`src/rtl/seq_divider.sv`:
```
// Iterative restoring divider: one quotient bit per cycle, signed/unsigned, abortable.
// Optional macro DIV_ZERO_FLAG_EN adds the dz output flagging a zero divisor in the done cycle.
module seq_divider #(
  parameter int WIDTH = 32,
  parameter int CNT_W = 6
) (
  input  logic             clk,
  input  logic             rst,
  input  logic             start,
  input  logic             is_signed,
  input  logic             abort,
  input  logic [WIDTH-1:0] a,
  input  logic [WIDTH-1:0] b,
  output logic             busy,
  output logic             done,
  output logic [WIDTH-1:0] quotient,
`ifdef DIV_ZERO_FLAG_EN
  output logic [WIDTH-1:0] remainder,
  output logic             dz
`else
  output logic [WIDTH-1:0] remainder
`endif
);

  typedef enum logic [1:0] {IDLE, BUSY, FIX, DONE} state_t;

  localparam logic [CNT_W-1:0] CNT_INIT = CNT_W'(WIDTH);

  state_t           state, state_nxt;
  logic [CNT_W-1:0] cnt;
  logic [WIDTH-1:0] rem, dvd, dvs;
  logic             neg_q, neg_r, dvs_zero;
  logic             accept;

  // Datapath next values for one iteration; dvd collects quotient bits in its lsb.
  logic [WIDTH:0]   shifted;
  logic             ge;
  logic [WIDTH-1:0] rem_step, dvd_step;
  logic [WIDTH-1:0] a_abs, b_abs, q_fix, r_fix;

  assign accept   = start && (state == IDLE || state == DONE);
  assign a_abs    = (is_signed && a[WIDTH-1]) ? -a : a;
  assign b_abs    = (is_signed && b[WIDTH-1]) ? -b : b;
  assign shifted  = {rem, dvd[WIDTH-1]};
  assign ge       = shifted >= {1'b0, dvs};
  assign rem_step = ge ? WIDTH'(shifted - {1'b0, dvs}) : shifted[WIDTH-1:0];
  assign dvd_step = {dvd[WIDTH-2:0], ge};
  // A zero divisor already yields an all-ones magnitude; forcing it skips sign correction.
  assign q_fix    = dvs_zero ? '1 : (neg_q ? -dvd : dvd);
  assign r_fix    = neg_r ? -rem : rem;

  assign busy = (state == BUSY) || (state == FIX);
  assign done = (state == DONE);

  always_comb begin
    state_nxt = state;
    case (state)
      IDLE: if (start) state_nxt = BUSY;
      BUSY: begin
        if (abort)         state_nxt = IDLE;
        else if (cnt == 1) state_nxt = FIX;
      end
      FIX:  state_nxt = abort ? IDLE : DONE;
      DONE: state_nxt = start ? BUSY : IDLE;
      default: state_nxt = IDLE;
    endcase
  end

  always_ff @(posedge clk) begin
    if (rst) begin
      state     <= IDLE;
      cnt       <= '0;
      rem       <= '0;
      dvd       <= '0;
      dvs       <= '0;
      neg_q     <= 1'b0;
      neg_r     <= 1'b0;
      dvs_zero  <= 1'b0;
      quotient  <= '0;
      remainder <= '0;
    end else begin
      state <= state_nxt;
      if (accept) begin
        cnt      <= CNT_INIT;
        rem      <= '0;
        dvd      <= a_abs;
        dvs      <= b_abs;
        neg_q    <= is_signed && (a[WIDTH-1] ^ b[WIDTH-1]);
        neg_r    <= is_signed && a[WIDTH-1];
        dvs_zero <= (b == '0);
      end else if (state == BUSY && !abort) begin
        cnt <= cnt - 1'b1;
        rem <= rem_step;
        dvd <= dvd_step;
      end
      if (state == FIX && !abort) begin
        quotient  <= q_fix;
        remainder <= r_fix;
      end
    end
  end

`ifdef DIV_ZERO_FLAG_EN
  always_ff @(posedge clk) begin
    if (rst) dz <= 1'b0;
    else     dz <= (state == FIX) && !abort && dvs_zero;
  end
`endif

endmodule
```
`config.mk`:
```
export PLATFORM = sky130hd
export DESIGN_NAME = seq_divider
export DESIGN_NICKNAME = d
export VERILOG_FILES = /design/src/rtl/seq_divider.sv
export SDC_FILE = /design/constraint.sdc
export NUM_CORES = 1
export LEC_CHECK = 0
export ABC_AREA = 1
export BUFFER_PORTS_ARGS = -buffer_cell sky130_fd_sc_hd__buf_4
export CAP_MARGIN = 20
export CORE_MARGIN = 2
export CORE_UTILIZATION = 24
export DETAILED_ROUTE_END_ITERATION = 10
export PLACE_DENSITY_LB_ADDON = 0.2
export SLEW_MARGIN = 20
export SYNTH_ARGS = -nofsm -noshare
export SYNTH_HDL_FRONTEND = slang
export SYNTH_SLANG_ARGS = --single-unit
```
`constraint.sdc`:
```
create_clock -name clk -period 5.5 [get_ports clk]
set_input_delay 1.1 -clock clk [delete_from_list [all_inputs] [get_ports clk]]
set_output_delay 1.1 -clock clk [all_outputs]
set_load 0.02 [all_outputs]
```
==> flow_metrics.env <==
export IMPL_drtIter0Drc=1133
export IMPL_synth_edf_count=0
export IMPL_grt_setup_unrepaired="false"
export IMPL_wl_um=49600
export IMPL_finalCritPeriodShare_pct=63.6
export IMPL_core_area_sq_um=52900
export IMPL_final_area_sq_um=15000
export IMPL_cts_root_buffer_type="clkbuf_16"
export IMPL_final_cell_mix="nand2_1, inv_1, nor2_1"
export IMPL_worst_slew_pin_slew_ns=1.07
export IMPL_yosys_cell_types_count=47
export IMPL_hold_slack_ns=0.463
export IMPL_grt_ovfl_total=0
export IMPL_crit_chain="inv_1 -> ha_1 -> nor2_2 -> buf_4 -> inv_1 -> nand2_1 -> clkinv_1 -> nand2_1 -> a21oi_1"
export IMPL_global_route_wire_length_before_repair_um=76400
export IMPL_ir_drop_mv=0.194
export IMPL_layout_commonest_cell="nand2_1"
export IMPL_rrSetupSlack_ns=2.00
export IMPL_synth_seq_cells=171
export IMPL_run_status="completed"
export IMPL_placementRows=84
export IMPL_maximum_number_of_pins_on_one_net_before_global_route_repair=61
export IMPL_route_detailed_vias_per_inst=4.69
export IMPL_cp_required_ns=5.80
export IMPL_htree_num_levels=4
export IMPL_io_pins=135
export IMPL_route_vias_total=13800
export IMPL_grt_usage_pct=17.5
export IMPL_cts_inserted_buffers=17
export IMPL_fin_ws_ns=2.00
export IMPL_path_delay_family="buffers and inverters"
export IMPL_syn_instance_count=2154
export IMPL_crit_reg2reg_capture="dvd[20]"
export IMPL_layout_filler_cells=6008
export IMPL_wl_per_cell_um=16.9
export IMPL_holdPathStages=2
export IMPL_worst_path_largest_cell_delay_ns=0.75
export IMPL_fp_dieArea_sq_um=55600
export IMPL_place_detailed_hpwl_um=39700
export IMPL_tns_ns=0
export IMPL_proportion_of_layout_cells_with_a_drive_suffix_above_1_pct=10.8
export IMPL_clock_path_buffers=2
export IMPL_drt_pass1_iter_count=5
export IMPL_worstRegToRegCells=9
export IMPL_slew_violations=0
export IMPL_hold_end="dvs[20]"
export IMPL_worst_clock_skew_ns=0.0154
export IMPL_max_clock_freq_mhz=286
export IMPL_synth_area_sq_um=12900
export IMPL_crit_type="flop to flop"
export IMPL_numPortBuffers=134
export IMPL_gp_congestion=0.897
export IMPL_finalSetupViolCount=0
export IMPL_rr_startpoint="state[0]"
export IMPL_antenna_cells=0
export IMPL_critPathLaunchType="flop"
export IMPL_asyncSetResetFlopFracSynth_pct=0
export IMPL_timing_critical_path_arrival_ns=3.79
export IMPL_horizontal_die_dimension_um=236
export IMPL_ff_latch_area_sq_um=3420
export IMPL_yosys_most_used_dff="dfxtp_1"
export IMPL_starting_density_of_the_core_pct=24.4
export IMPL_p_per_area_nw_per_um2=373
export IMPL_synth_seq_area_share_pct=26.5
export IMPL_area_growth_synth_to_final_pct=16.4
export IMPL_cap_viol_max_count=0
export IMPL_buf_inv_on_cp=4
export IMPL_tritoncts="yes"
export IMPL_die_h_um=236
export IMPL_timing_critical_path_fanout_max=38
export IMPL_clkTransAtPathRegs_ns=0.08
export IMPL_hold_buffers=0
export IMPL_insertion_delay_ns=0.45
export IMPL_post_cts_resized=0
export IMPL_synth_area_per_cell_sq_um=5.99
export IMPL_slowest_stage="clkinv_1"
export IMPL_final_min_clock_period_ns=3.50
export IMPL_synth_fp_nets=2267
export IMPL_crit_path_end_kind="flop"
export IMPL_ys_warn_count=0
export IMPL_max_transition_margin_pct=28.9
export IMPL_placedInstanceArea_sq_um=14500
export IMPL_clock_sinks=171
export IMPL_post_cts_repair_setup_buffers=0
export IMPL_holdCritStartpoint="dvs[20]"
export IMPL_placement_setup_worst_slack_ns=1.66
export IMPL_grt_antenna_before_repair=0
export IMPL_nets=2351
export IMPL_drt_drc_violations_left=0
export IMPL_hold_path_class="flop to flop"
export IMPL_first_global_vias=12700
export IMPL_power_leakage_nw=7.24
export IMPL_hold_violations=0
export IMPL_multi_input_comb_area_sq_um=7810
export IMPL_drt_antenna_violating_nets=0
worst reg2reg max path: stages, from the launching register on:
cell      delay, ns
dfxtp_1        0.37
inv_1          0.10
ha_1           0.34
nor2_2         0.12
buf_4          0.33
inv_1          0.55
nand2_1        0.43
clkinv_1       0.75
nand2_1        0.26
a21oi_1        0.10
worst max-delay path by stage:
stage / from / end / slack (ns) / cells after the start
floorplan: b[0] / dvs[26] / 3.00 / 13
global placement: start / dvs[13] / 1.62 / 10
detailed placement: start / dvd[20] / 1.66 / 9
CTS: state[0] / dvs[14] / 2.04 / 10
global route: state[0] / dvs[14] / 1.70 / 10
finish: state[0] / dvd[20] / 2.00 / 9
state kept, by name, summed over array words and instances, names as in the netlist, 2 cells and up:
register / count
cnt: 6
remainder: 32
state: 2
rem: 32
quotient: 32
dvs: 32
dvd: 32
power breakdown:
group | switching, W | leakage (nW) | total [W] | internal [W]
combinational | 0.00190 | 5.58 | 0.00276 | 0.000858
sequential | 0.000195 | 1.39 | 0.00164 | 0.00144
clock | 0.000583 | 0.270 | 0.00122 | 0.000634
total | 0.00268 | 7.24 | 0.00561 | 0.00293
metrics by stage:
stage                     power [W]  util [%]  instances
after floorplan             0.00352         -       2154
after global placement      0.00439      27.4       2907
after detailed placement    0.00440      27.4       2907
after CTS                   0.00563      28.4       2939
after global routing        0.00605      28.4       2939
final                       0.00561      28.4       2939
metal layers:
layer | vias up | track usage (%) | routed length [um]
met5 | - | 0 | 0
met4 | 0 | 3.63 | 646
met3 | 33 | 2.68 | 3080
met2 | 400 | 23.8 | 19100
met1 | 6333 | 28.1 | 26700
li1 | 7025 | - | -
layout make-up:
type | instances | area share (%)
Clock inverter | 14 | 0.899
Sequential cell | 171 | 22.8
Multi-Input combinational cell | 1558 | 52.0
Clock buffer | 18 | 2.86
Tap cell | 688 | 5.73
Timing Repair Buffer | 141 | 7.05
Inverter | 349 | 8.72
Yosys cell counts, types with 3 or more instances:
| master | number | area share [%] |
|---|---|---|
| nand2_1 | 583 | 17 |
| inv_1 | 329 | 9.6 |
| nor2_1 | 226 | 6.6 |
| dfxtp_1 | 171 | 27 |
| nand3_1 | 166 | 6.4 |
| o21ai_0 | 132 | 5.1 |
| a21oi_1 | 127 | 4.9 |
| clkbuf_1 | 51 | 1.5 |
| xor2_1 | 51 | 3.5 |
| ha_1 | 43 | 4.2 |
| nor3_1 | 34 | 1.3 |
| nand4_1 | 21 | 1.0 |
| inv_2 | 18 | 0.52 |
| xnor2_1 | 18 | 1.2 |
| nand3b_1 | 16 | 0.93 |
| o22ai_1 | 15 | 0.73 |
| o211ai_1 | 14 | 0.81 |
| o221ai_1 | 14 | 0.95 |
| a31oi_1 | 12 | 0.58 |
| buf_2 | 12 | 0.47 |
| nand3_2 | 12 | 0.93 |
| nor2_2 | 12 | 0.58 |
| o21ai_1 | 10 | 0.39 |
| buf_6 | 9 | 0.79 |
| nand2_2 | 7 | 0.34 |
| nor3_2 | 5 | 0.39 |
| a21oi_2 | 4 | 0.27 |
| and2_1 | 4 | 0.19 |
| buf_1 | 4 | 0.12 |
| o32ai_1 | 4 | 0.27 |
| nor4_1 | 3 | 0.15 |
| o21a_1 | 3 | 0.17 |
| o21bai_1 | 3 | 0.17 |
kinds of logic after synthesis:
family                     count (synthesis)  share of synthesized area [%]
DFF                                      171                           26.5
AOI/OAI and AO/OA                        345                           14.8
xor gates and xnor gates                  69                           4.68
and+or+nand+nor                         1100                           36.6
buffers and inverters                    425                           13.0
adders and majority gates                 44                           4.32
(Power assumes the default switching activity.)
